==> src/rtl/note_pkg.sv <==
// Shared constants for the note player: note word field positions, widths and FSM encoding.
package note_pkg;

  localparam int ADDR_W    = 6;
  localparam int WORD_W    = 32;
  localparam int VALID_BIT = 31;
  localparam int LANES_MSB = 29;
  localparam int LANES_LSB = 24;
  localparam int DUR_MSB   = 23;
  localparam int DUR_LSB   = 20;
  localparam int HP_MSB    = 19;
  localparam int HP_LSB    = 0;
  localparam int LANES_W   = LANES_MSB - LANES_LSB + 1;
  localparam int DUR_W     = DUR_MSB - DUR_LSB + 1;
  localparam int HP_W      = HP_MSB - HP_LSB + 1;

  typedef enum logic [1:0] {
    IDLE  = 2'd0,
    FETCH = 2'd1,
    LATCH = 2'd2,
    PLAY  = 2'd3
  } state_t;

  // A programmed duration of 0 still sounds for one beat.
  function automatic logic [DUR_W-1:0] beats_of(input logic [DUR_W-1:0] dur);
    return (dur == '0) ? DUR_W'(1) : dur;
  endfunction

endpackage

==> src/rtl/note_player_tone_gen.sv <==
// Square-wave generator: 20-bit down-counter reloading half_period-1, toggling tone on each reload.
module tone_gen
  import note_pkg::*;
(
  input  logic            clk,
  input  logic            resetn,
  input  logic            restart,
  input  logic            enable,
  input  logic [HP_W-1:0] half_period,
  output logic            tone
);

  logic [HP_W-1:0] cnt_reg;
  logic            tone_reg;

  always_ff @(posedge clk or negedge resetn) begin
    if (!resetn) begin
      cnt_reg  <= '0;
      tone_reg <= 1'b0;
    end else if (restart) begin
      cnt_reg  <= half_period - HP_W'(1);
      tone_reg <= 1'b0;
    end else if (enable) begin
      if (cnt_reg == '0) begin
        cnt_reg <= half_period - HP_W'(1);
        // Half periods below 2 would be inaudible buzz; keep the output silent.
        if (half_period >= HP_W'(2))
          tone_reg <= ~tone_reg;
      end else begin
        cnt_reg <= cnt_reg - HP_W'(1);
      end
    end
  end

  assign tone = tone_reg;

endmodule

==> src/rtl/note_player.sv <==
// Fetches a note word from the note RAM on each tempo tick and plays it as a tone plus lane pattern.
// Optional NOTE_PLAYER_STATUS_EN adds a saturating count of started notes (note_count).
module note_player
  import note_pkg::*;
(
  input  logic               clk,
  input  logic               resetn,
  input  logic               go,
  input  logic [ADDR_W-1:0]  address,
  output logic [ADDR_W-1:0]  rd_addr,
  input  logic [WORD_W-1:0]  rd_data,
  output logic               tone,
  output logic [LANES_W-1:0] lanes,
  output logic               playing
`ifdef NOTE_PLAYER_STATUS_EN
  ,
  output logic [15:0]        note_count
`endif
);

  state_t              state_reg;
  logic                go_d_reg;
  logic                start_reg;
  logic [ADDR_W-1:0]   rd_addr_reg;
  logic [LANES_W-1:0]  lanes_reg;
  logic                playing_reg;
  logic [DUR_W-1:0]    beats_reg;
  logic [HP_W-1:0]     hp_reg;

  logic                word_valid;
  logic [LANES_W-1:0]  word_lanes;
  logic [DUR_W-1:0]    word_dur;
  logic [HP_W-1:0]     word_hp;
  logic                start_note;
  logic                stop_note;
  logic [HP_W-1:0]     tone_hp;
  logic                unused_reserved;

  assign word_valid      = rd_data[VALID_BIT];
  assign word_lanes      = rd_data[LANES_MSB:LANES_LSB];
  assign word_dur        = rd_data[DUR_MSB:DUR_LSB];
  assign word_hp         = rd_data[HP_MSB:HP_LSB];
  assign unused_reserved = rd_data[30];

  assign start_note = (state_reg == LATCH) && word_valid;
  assign stop_note  = (state_reg == LATCH) && !word_valid && (beats_reg <= DUR_W'(1));
  assign tone_hp    = start_note ? word_hp : hp_reg;

  always_ff @(posedge clk or negedge resetn) begin
    if (!resetn) begin
      state_reg   <= IDLE;
      go_d_reg    <= 1'b0;
      start_reg   <= 1'b1;
      rd_addr_reg <= '0;
      lanes_reg   <= '0;
      playing_reg <= 1'b0;
      beats_reg   <= '0;
      hp_reg      <= '0;
    end else begin
      go_d_reg <= go;
      case (state_reg)
        IDLE, PLAY: begin
          // The forced first fetch lets word 0 play before upstream moves on.
          if (start_reg) begin
            start_reg   <= 1'b0;
            rd_addr_reg <= '0;
            state_reg   <= FETCH;
          end else if (go_d_reg) begin
            rd_addr_reg <= address;
            state_reg   <= FETCH;
          end
        end
        FETCH: state_reg <= LATCH;
        LATCH: begin
          if (word_valid) begin
            lanes_reg   <= word_lanes;
            beats_reg   <= beats_of(word_dur);
            hp_reg      <= word_hp;
            playing_reg <= 1'b1;
            state_reg   <= PLAY;
          end else if (beats_reg > DUR_W'(1)) begin
            beats_reg <= beats_reg - DUR_W'(1);
            state_reg <= PLAY;
          end else begin
            beats_reg   <= '0;
            lanes_reg   <= '0;
            playing_reg <= 1'b0;
            state_reg   <= IDLE;
          end
        end
        default: state_reg <= IDLE;
      endcase
    end
  end

  tone_gen u_tone_gen (
    .clk         (clk),
    .resetn      (resetn),
    .restart     (start_note || stop_note),
    .enable      (playing_reg),
    .half_period (tone_hp),
    .tone        (tone)
  );

`ifdef NOTE_PLAYER_STATUS_EN
  logic [15:0] count_reg;

  always_ff @(posedge clk or negedge resetn) begin
    if (!resetn)
      count_reg <= '0;
    else if (start_note && (count_reg != 16'hFFFF))
      count_reg <= count_reg + 16'd1;
  end

  assign note_count = count_reg;
`endif

  assign rd_addr = rd_addr_reg;
  assign lanes   = lanes_reg;
  assign playing = playing_reg;

endmodule

==> config.mk <==
export PLATFORM = sky130hd
export DESIGN_NAME = note_player
export DESIGN_NICKNAME = d
export VERILOG_FILES = /design/src/rtl/note_pkg.sv /design/src/rtl/note_player_tone_gen.sv /design/src/rtl/note_player.sv
export SDC_FILE = /design/constraint.sdc
export NUM_CORES = 1
export LEC_CHECK = 0
export ABC_AREA = 0
export BUFFER_PORTS_ARGS = -buffer_cell sky130_fd_sc_hd__buf_4
export CORE_ASPECT_RATIO = 1.2
export CORE_UTILIZATION = 57
export CTS_CLUSTER_DIAMETER = 200
export CTS_CLUSTER_SIZE = 8
export DETAILED_ROUTE_END_ITERATION = 8
export PLACE_DENSITY = 0.8
export REMOVE_ABC_BUFFERS = 1
export SYNTH_ARGS = -nofsm -noshare
export SYNTH_HDL_FRONTEND = slang
export SYNTH_SLANG_ARGS = --single-unit
==> constraint.sdc <==
create_clock -name clk -period 4.02 [get_ports clk]
set_clock_uncertainty 0.15 [all_clocks]
set_input_delay 0.201 -clock clk [delete_from_list [all_inputs] [get_ports clk]]
set_output_delay 0.201 -clock clk [all_outputs]
set_load 0.02 [all_outputs]
==> impl_metrics.yaml <==
min_path:
  hp-start: "rd_data[10]"
  hold_class: "in2reg"
  hold-path-endpoint: "hp_reg[10]"
  holdPathStages: 2
die:
  die_h_um: 90.26
  fp.coreArea_um2: 6167
  die-area_um2: 6818
  fp-row-count: 31
  ios: 55
  die_x_um: 75.55
  initial_core_util_pct: 59.99
setup_path:
  r2r_slack_ns: 0.69
  cp-end-kind: "flip-flop"
  critPathLaunchType: "flip-flop"
  r2r_cells: 11
  required_ns: 4.09
  cp_max_fo: 6
  path_class: "reg2reg"
  critPathArrivalTime_ns: 3.40
  rr_startpoint: "state_reg[0]"
  r2r_end: "u_tone_gen.cnt_reg[14]"
sta:
  tightest_slew_ns: 0.7935
  hold_violations: 0
  finalSetupTns_ns: 0
  slew_viol_final: 0
  rsz0062_at_grt: "false"
  timing.hold.ws_ns: 0.009651
  fin_crit_sh_pct: 82.80
  period_minus_slack_ns: 3.328
  setup_viol: 0
  relSlewSlack_pct: 47.10
  fmax_ghz: 0.3004
  worst_slack_ns: 0.6916
route:
  ant_nets: 0
  vias: 3547
  drtPass1Iterations: 5
  totalWireLength_um: 9912
  drt_iter0_markers: 340
  drc: 0
  viasPerCell: 6.245
  wire_per_inst_um: 17.45
clock_network:
  cts_tree: "built"
  cts_buffer_depth: 2
  h-tree-depth: 3
  ctsRootBufferMaster: "clkbuf_8"
  cts.sinks: 62
  cts_setup_buffers: 0
  numCtsBuffers: 9
  clk_latency_ns: 0.36
  clk_pin_slew_ns: 0.08
synth:
  synth.avg_cell_area_um2: 9.068
  syn_area_um2: 3700
  synth_xor_area_share_pct: 3.551
  synthCells: 408
  yosysSeqAreaShare_pct: 41.97
  synth_edf_count: 0
  muxShareOfSynthArea_pct: 3.551
  async_flop_share_pct: 100.0
  synth.distinct_cells: 62
  synth_seq_cells: 62
  synth_compound_area_share_pct: 20.90
  synth_top_family_by_area: "simple AND/OR/NAND/NOR gates"
  synth-main-ff-cell: "dfrtp_1"
  yosys_warnings: 0
  synth_simple_gate_area_share_pct: 22.05
  synth_adder_area_share_pct: 2.705
cells_and_area:
  drive_gt1_share_pct: 19.75
  area_delta_synth_final_pct: 24.01
  antenna_cells: 0
  final_cell_mix: "dfrtp_1, nand2_1, buf_4, nor2_1"
  layout_commonest_cell: "dfrtp_1"
  layout.nets: 530
power_and_ir_drop:
  p_switching_mw: 1.503
  internal_power_mw: 1.895
  peakVddDrop_v: 0.0004452
  powerDensity_nw_per_um2: 740.6
  p_leak_nw: 2.024
  clkPwrFrac_pct: 17.1
  switching_share_pct: 44.24
  combPwrFrac_pct: 49.5
  pwr-share-seq_pct: 33.4
global_routing:
  grt-ovfl-total: 0
  grt_max_degree: 63
  grt_antenna_before_repair: 0
  grt_pass1_vias: 3480
  track_usage_pct: 31.89
  grt_pass1_wl_um: 16590
place:
  gp_congestion: 0.8345
  portBuffers: 53
  dpl.hpwl_um: 6548
  pre_cts_slack_ns: 0.7328
outcome:
  outcome: "finished clean"
run:
  maxCapViolCount: 0
[stage by stage]
step,cell area (µm²),util (%),cells,power [mW]
floorplan,3591,-,387,2.237
global placement,4129,66.95,527,2.688
detailed placement,4129,66.95,527,2.749
CTS,4588,74.40,568,3.361
global route,4588,74.40,568,3.617
finish,4588,74.40,568,3.398
[final cells by class]
class                      instances  area [µm²]
clock buffer                      11       151.4
clock inverter                     5       57.56
fill                             438        1579
inverter                          23       86.33
multi-input combinational        302        1952
sequential                        62        1553
tap                               82       102.6
timing repair buffer              83       685.7
[how the worst max path moves through the flow]
stage	end	startpoint	cells after the start	slack, ns
finish	u_tone_gen.cnt_reg[14]	state_reg[0]	11	0.69
global route	u_tone_gen.cnt_reg[14]	state_reg[0]	11	0.37
CTS	u_tone_gen.cnt_reg[14]	state_reg[0]	11	0.71
detailed placement	u_tone_gen.cnt_reg[14]	state_reg[0]	11	0.73
global placement	u_tone_gen.cnt_reg[14]	state_reg[0]	11	0.86
floorplan	u_tone_gen.cnt_reg[14]	state_reg[0]	11	0.44
[timing repair]
| action | CTS | global route |
|---|---|---|
| hold endpoints to repair | 85 | 0 |
| gates resized for setup | 0 | 0 |
| hold buffers | 25 | 0 |
[routing by layer]
layer  wire [µm]  GRT usage [%]  up-vias
met5           0              0        -
met3         663          7.924       39
met1        4038          42.65     1708
li1            -              -     1634
met4         285          10.80        0
met2        4924          49.93      166
[critical path, cell delays in order (launching register included)]
cell,delay (ns)
dfrtp_1,0.38
inv_1,0.08
ha_1,0.27
nand3_1,0.14
a21boi_0,0.44
ha_1,0.30
nor4b_1,0.34
a22oi_1,0.29
nor4_4,0.31
nand3_1,0.15
xor2_1,0.22
o221ai_1,0.13
[power by group through the flow]
stage / Clock, mW / Combinational, mW / Sequential (mW)
2_1_floorplan: 0 / 1.09 / 1.15
3_3_place_gp: 0 / 1.58 / 1.11
3_5_place_dp: 0 / 1.62 / 1.13
4_1_cts: 0.581 / 1.66 / 1.12
5_1_grt: 0.607 / 1.84 / 1.17
6_report: 0.582 / 1.68 / 1.13
[Yosys cell counts (8+ instances only)]
library cell / instances / area [µm²]
a22o_1: 8 / 70.07
ha_1: 8 / 100.1
a21oi_1: 12 / 60.06
nor2_1: 31 / 116.4
xor2_1: 9 / 78.83
o22ai_1: 8 / 50.05
clkbuf_1: 11 / 41.29
nand3_1: 8 / 40.04
a211oi_1: 12 / 90.09
inv_1: 23 / 86.33
dfrtp_1: 61 / 1526
o21ai_0: 24 / 120.1
nor3_1: 25 / 125.1
nand2_1: 59 / 221.5
[logic make-up (layout without fill, tap and decap cells)]
family / count (synthesis) / after routing
xor gates and xnor gates: 15 / 15
buffers and inverters: 44 / 122
DFF: 62 / 62
AOI/OAI and AO/OA: 107 / 107
and+or+nand+nor: 160 / 160
adders and majority gates: 8 / 8
muxes: 12 / 12
Power figures use the tool's default switching activity.
